### src/rtl/nibble_serial_add_seq_pkg.sv
// ============================================================================
// Module   : nsa_pkg
// Brief    : Shared types and constants for the nibble-serial add sequencer.
// Revision : 1.0 - initial release
// ============================================================================
`default_nettype none

package nsa_pkg;

  // Width of the external adder slice (one 74283 chip)
  localparam int NIBBLE_W = 4;

  // Sequencer states: waiting for a request, stepping nibbles, holding result
  typedef enum logic [1:0] {
    ST_IDLE = 2'd0,
    ST_RUN  = 2'd1,
    ST_DONE = 2'd2
  } nsa_state_e;

endpackage

`default_nettype wire

### src/rtl/nibble_serial_add_seq_shreg.sv
// ============================================================================
// Module   : nsa_nibble_shreg
// Brief    : WIDTH-bit register with parallel load and a one-nibble right
//            shift; the vacated top nibble is filled from shift_in_i.
// Revision : 1.0 - initial release
// ============================================================================
`default_nettype none

module nsa_nibble_shreg
  import nsa_pkg::*;
#(
  parameter int WIDTH = 16
) (
  input  logic                clk,
  input  logic                rst_n,
  input  logic                load_i,
  input  logic [WIDTH-1:0]    load_data_i,
  input  logic                shift_i,
  input  logic [NIBBLE_W-1:0] shift_in_i,
  output logic [WIDTH-1:0]    data_o
);

  logic [WIDTH-1:0] data_q;
  logic [WIDTH-1:0] data_d;

  // Load has priority over shift; otherwise hold
  always_comb begin
    data_d = data_q;
    if (load_i) begin
      data_d = load_data_i;
    end else if (shift_i) begin
      data_d = {shift_in_i, data_q[WIDTH-1:NIBBLE_W]};
    end
  end

  // State register with asynchronous clear
  always_ff @(posedge clk or negedge rst_n) begin
    if (!rst_n) begin
      data_q <= '0;
    end else begin
      data_q <= data_d;
    end
  end

  assign data_o = data_q;

endmodule

`default_nettype wire

### src/rtl/nibble_serial_add_seq.sv
// ============================================================================
// Module   : nibble_serial_add_seq
// Brief    : WIDTH-bit adder built by time-multiplexing one external 4-bit
//            adder slice, LS nibble first, with a carry flip-flop between
//            nibbles. Optional macro NSA_SUB_EN adds a req_sub port that
//            turns the operation into A - B (B inverted, carry-in forced 1).
// Revision : 1.0 - initial release
// ============================================================================
`default_nettype none

module nibble_serial_add_seq
  import nsa_pkg::*;
#(
  parameter int WIDTH = 16
) (
  input  logic                clk,
  input  logic                rst_n,
  input  logic                req_valid,
  output logic                req_ready,
  input  logic [WIDTH-1:0]    req_a,
  input  logic [WIDTH-1:0]    req_b,
  input  logic                req_ci,
`ifdef NSA_SUB_EN
  input  logic                req_sub,
`endif
  output logic                rsp_valid,
  input  logic                rsp_ready,
  output logic [WIDTH-1:0]    rsp_sum,
  output logic                rsp_co,
  output logic [NIBBLE_W-1:0] add_a,
  output logic [NIBBLE_W-1:0] add_b,
  output logic                add_ci,
  input  logic [NIBBLE_W-1:0] add_s,
  input  logic                add_co
);

  localparam int N        = WIDTH / NIBBLE_W;
  localparam int CNT_W    = (N > 1) ? $clog2(N) : 1;
  localparam logic [CNT_W-1:0] CNT_LAST = CNT_W'(N - 1);

  // Reject widths the nibble sequencing cannot handle
  generate
    if ((WIDTH % NIBBLE_W) != 0 || WIDTH < 8) begin : g_bad_width
      $error("nibble_serial_add_seq: WIDTH must be a multiple of 4 and >= 8");
    end
  endgenerate

  nsa_state_e       state_q, state_d;
  logic [CNT_W-1:0] cnt_q, cnt_d;
  logic             carry_q, carry_d;

  logic             accept;
  logic             run;
  logic [WIDTH-1:0] a_q, b_q, sum_q;
  logic [WIDTH-1:0] b_load;
  logic             ci_load;

  assign accept = (state_q == ST_IDLE) && req_valid;
  assign run    = (state_q == ST_RUN);

`ifdef NSA_SUB_EN
  // Subtraction is A + ~B + 1; the caller's carry-in is ignored in that case
  assign b_load  = req_sub ? ~req_b : req_b;
  assign ci_load = req_sub ? 1'b1 : req_ci;
`else
  assign b_load  = req_b;
  assign ci_load = req_ci;
`endif

  // Next-state, nibble counter and inter-nibble carry
  always_comb begin
    state_d = state_q;
    cnt_d   = cnt_q;
    carry_d = carry_q;
    case (state_q)
      ST_IDLE: begin
        if (req_valid) begin
          state_d = ST_RUN;
          cnt_d   = '0;
          carry_d = ci_load;
        end
      end
      ST_RUN: begin
        carry_d = add_co;
        cnt_d   = cnt_q + 1'b1;
        if (cnt_q == CNT_LAST) begin
          state_d = ST_DONE;
        end
      end
      ST_DONE: begin
        if (rsp_ready) begin
          state_d = ST_IDLE;
        end
      end
      default: state_d = ST_IDLE;
    endcase
  end

  // Control registers; reset discards any in-flight operation
  always_ff @(posedge clk or negedge rst_n) begin
    if (!rst_n) begin
      state_q <= ST_IDLE;
      cnt_q   <= '0;
      carry_q <= 1'b0;
    end else begin
      state_q <= state_d;
      cnt_q   <= cnt_d;
      carry_q <= carry_d;
    end
  end

  nsa_nibble_shreg #(.WIDTH(WIDTH)) u_a_reg (
    .clk         (clk),
    .rst_n       (rst_n),
    .load_i      (accept),
    .load_data_i (req_a),
    .shift_i     (run),
    .shift_in_i  ({NIBBLE_W{1'b0}}),
    .data_o      (a_q)
  );

  nsa_nibble_shreg #(.WIDTH(WIDTH)) u_b_reg (
    .clk         (clk),
    .rst_n       (rst_n),
    .load_i      (accept),
    .load_data_i (b_load),
    .shift_i     (run),
    .shift_in_i  ({NIBBLE_W{1'b0}}),
    .data_o      (b_q)
  );

  // Sum nibbles enter at the top, so after N shifts the LS nibble is at bit 0
  nsa_nibble_shreg #(.WIDTH(WIDTH)) u_sum_reg (
    .clk         (clk),
    .rst_n       (rst_n),
    .load_i      (accept),
    .load_data_i ({WIDTH{1'b0}}),
    .shift_i     (run),
    .shift_in_i  (add_s),
    .data_o      (sum_q)
  );

  // Upper operand bits only feed the shift chain, never the adder directly
  logic unused_upper;
  assign unused_upper = ^{a_q[WIDTH-1:NIBBLE_W], b_q[WIDTH-1:NIBBLE_W]};

  assign req_ready = (state_q == ST_IDLE);
  assign rsp_valid = (state_q == ST_DONE);
  assign rsp_sum   = rsp_valid ? sum_q : '0;
  assign rsp_co    = rsp_valid ? carry_q : 1'b0;

  // The shared adder sees quiet zeros whenever this block is not using it
  assign add_a  = run ? a_q[NIBBLE_W-1:0] : '0;
  assign add_b  = run ? b_q[NIBBLE_W-1:0] : '0;
  assign add_ci = run ? carry_q : 1'b0;

endmodule

`default_nettype wire

### config.mk
export PLATFORM = sky130hd
export DESIGN_NAME = nibble_serial_add_seq
export DESIGN_NICKNAME = d
export VERILOG_FILES = /design/src/rtl/nibble_serial_add_seq_pkg.sv /design/src/rtl/nibble_serial_add_seq_shreg.sv /design/src/rtl/nibble_serial_add_seq.sv
export SDC_FILE = /design/constraint.sdc
export NUM_CORES = 1
export LEC_CHECK = 0
export CAP_MARGIN = 20
export CORE_MARGIN = 3
export CORE_UTILIZATION = 49
export CTS_CLUSTER_DIAMETER = 60
export DETAILED_ROUTE_END_ITERATION = 6
export PLACE_DENSITY = 0.79
export SYNTH_ARGS = -nofsm -noshare
export SYNTH_HDL_FRONTEND = slang
export SYNTH_HIERARCHICAL = 1
export SYNTH_SLANG_ARGS = --single-unit
export TNS_END_PERCENT = 100
### constraint.sdc
create_clock -name clk -period 1.6 [get_ports clk]
set_input_delay 0.32 -clock clk [delete_from_list [all_inputs] [get_ports clk]]
set_output_delay 0.32 -clock clk [all_outputs]
set_load 0.05 [all_outputs]
==> qor.txt <==
Status: finished with violations
Violated checks: setup timing
Num CTS Buffers: 5
CP max stage delay: 0.43 ns
Reg2reg end: u_b_reg/data_o[5]$_DFFE_PN0P_
Non-Filler Instances: 435
Placed Cells: 415
PwrDens: 1980 nW/um^2
Critical R2R Launch: state_q[0]$_DFFE_PN0P_
Ys async rst share: 100%
Crit-path slowest cell: dfrtp_1
Die ar.: 6390 sq um
Total track usage: 18.9%
Most numerous cell in the Yosys netlist: dfrtp_1
# clock sinks: 53
Setup crit start kind: flip-flop
Synth Instances: 259
Synth top area cells: dfrtp_1, mux2i_1, nand2_1
Initial Utilization: 51.5%
Vias: 2110
Warnings, synthesis: 6
RSZ-0062 raised after global routing: yes
Commonest cells post-synth: dfrtp_1, mux2i_1, nand2_1
Placed Area: 3840 sq um
Final worst setup slack: -0.124 ns
Gpl congestion: 0.712
Top FF cell, synth: dfrtp_1
Critical path type: flip-flop to output port
Grt met2 use: 33.0%
Std cell rows: 26
Clock root buffer: clkbuf_8
CP Max Fanout: 11
Seq cells post-synth: 53
Req. time, crit path: 1.28 ns
Fmax: 580 MHz
Post-synth top area share: 49.5%
Max rail drop VDD: 1.33 mV
WP data arrival: 1.40 ns
HP Class: primary input to asynchronous set/reset pin
Via density: 4.85
CTS Hold Bufs: 0
Initial antenna violation count: 0
Die Span Y: 79.9 um
Total grt overflow: 0
CTS tree: built
CP Capture Type: output port
Total wire length: 6090 um
Final net count: 408
Crit-path cells: nor2b_4 -> buf_12 -> and2_4 -> buf_12
Vias in the first global route: 2064
Final instance area: 4140 sq um
Grt met1 use: 24.5%
Final hold slack: 0.0128 ns
Skew final: 0.00367 ns
Reg2Reg Setup Slack: 0.07 ns
Drt first-iter violations: 95
First-pass GRT wire length: 9470 um
Register area share after synthesis: 49.5%
H-tree Lvls: 2
Die Span X: 79.9 um
Share of cells above drive strength 1: 26.0%
Distinct cells, synth: 23
GRT Max-Usage Layer: met2
Part of the cycle the worst path needs: 108%
Hold Fails Final Rpt: 0
I/O Pins: 70
Mapped Area: 2680 sq um
Most frequent CP cell: buf_12
Area grow syn2layout: 54.6%
Slew Limit Fails: 0
Post-synth EDFFs: 0
Largest area contributor in the netlist: dfrtp_1
Final Util: 79.6%
Final min period: 1.72 ns
Clock Path Buffers: 2
HPWL Detailed: 4150 um
FF-to-FF path depth: 7
Largest net degree at the start of global routing: 57
Drc violations: 0
1st-pass router iterations: 4
Grt met3 use: 2.48%
Total core area: 5200 sq um
Routed Antenna Nets: 0
WL/cell: 14.0 um
Synth Area per Inst: 10.3 sq um
Max Cap Viol: 0
Finish-stage setup viols: 27
LEAKAGE: 0.00191 uW
Antenna cells: 0
Clock slew seen by the registers of the worst setup and hold paths: 0.09 ns
Port bufs: 69
Skew-Pair Late Insertion Delay: 0.30 ns
## per-stage QoR
step / TNS, ns / total power, uW / setup slack (ns)
3_3_place_gp: 0 / 6640 / 0.123
3_5_place_dp: 0 / 6820 / 0.0709
2_1_floorplan: -0.0466 / 5380 / -0.00518
4_1_cts: -2.35 / 8060 / -0.139
5_1_grt: -3.75 / 8710 / -0.184
6_report: -2.45 / 8190 / -0.124
## state kept, by name, summed over array words and instances, names as in the netlist
register / flops
cnt_q: 2
u_a_reg/data_o: 16
state_q: 2
carry_q: 1
u_b_reg/data_o: 16
u_sum_reg/data_o: 16
## power by group
| part | total (uW) | internal (uW) | switching, uW |
|---|---|---|---|
| sequential | 2480 | 2040 | 449 |
| clock | 863 | 455 | 408 |
| combinational | 4840 | 2510 | 2330 |
| total | 8190 | 5000 | 3190 |
## cell usage in the layout (no fill, tap or decap), types with 6 or more instances in the layout
cell type,Yosys,routed
mux2i_1,48,46
and2_4,0,27
nand2_1,48,48
o21ai_0,18,17
buf_12,3,33
dfrtp_1,53,52
clkdlybuf4s50_1,0,40
conb_1,1,24
buf_6,5,6
o21ai_1,30,31
buf_4,0,13
## kinds of logic after synthesis
kind of cell | Yosys count | share of synthesized area (%)
compound gates | 53 | 10.5
fa+ha+maj | 1 | 0.467
buf+inv | 21 | 6.35
flops | 53 | 49.5
mux | 49 | 18.4
other cells | 1 | 0.140
simple gates | 81 | 14.7
## per-layer routing
layer / share of wire (%) / wire, um / vias to the layer above
met1: 44 / 2670 / 996
li1: - / - / 1060
met4: 1.0 / 63 / 0
met5: 0 / 0 / -
met3: 3.4 / 209 / 7
met2: 52 / 3150 / 47
## worst max-delay path, delay by kind of cell (launching register included)
kind          cells  cell delay, ns
flops             1            0.43
buf+inv           2            0.28
simple gates      2            0.40
## final cells by class
| cell class | count | area, sq um |
|---|---|---|
| Multi-Input combinational cell | 208 | 1360 |
| Sequential cell | 53 | 1330 |
| Timing Repair Buffer | 94 | 1260 |
| Inverter | 3 | 11.3 |
| Tap cell | 70 | 87.6 |
| Clock buffer | 5 | 68.8 |
| Fill cell | 332 | 1060 |
| Clock inverter | 2 | 35.0 |
## repair_timing
action,in CTS,in global routing
pin swaps,8,3
buffers inserted,11,5
gates cloned,1,1
setup endpoints to repair,27,60
resized for setup,33,6
## worst max path at each step
| stage | from | to | slack [ns] | cells after the start |
|---|---|---|---|---|
| finish | state_q[0]$_DFFE_PN0P_ | add_a[1] | -0.12 | 4 |
| global route | state_q[0]$_DFFE_PN0P_ | add_a[1] | -0.18 | 4 |
| CTS | state_q[0]$_DFFE_PN0P_ | add_a[1] | -0.14 | 4 |
| detailed placement | state_q[1]$_DFFE_PN0P_ | rsp_sum[15] | 0.07 | 4 |
| global placement | state_q[1]$_DFFE_PN0P_ | add_b[0] | 0.12 | 4 |
| floorplan | state_q[0]$_DFFE_PN0P_ | add_a[0] | -0.005 | 3 |
(Power assumes the default switching activity.)
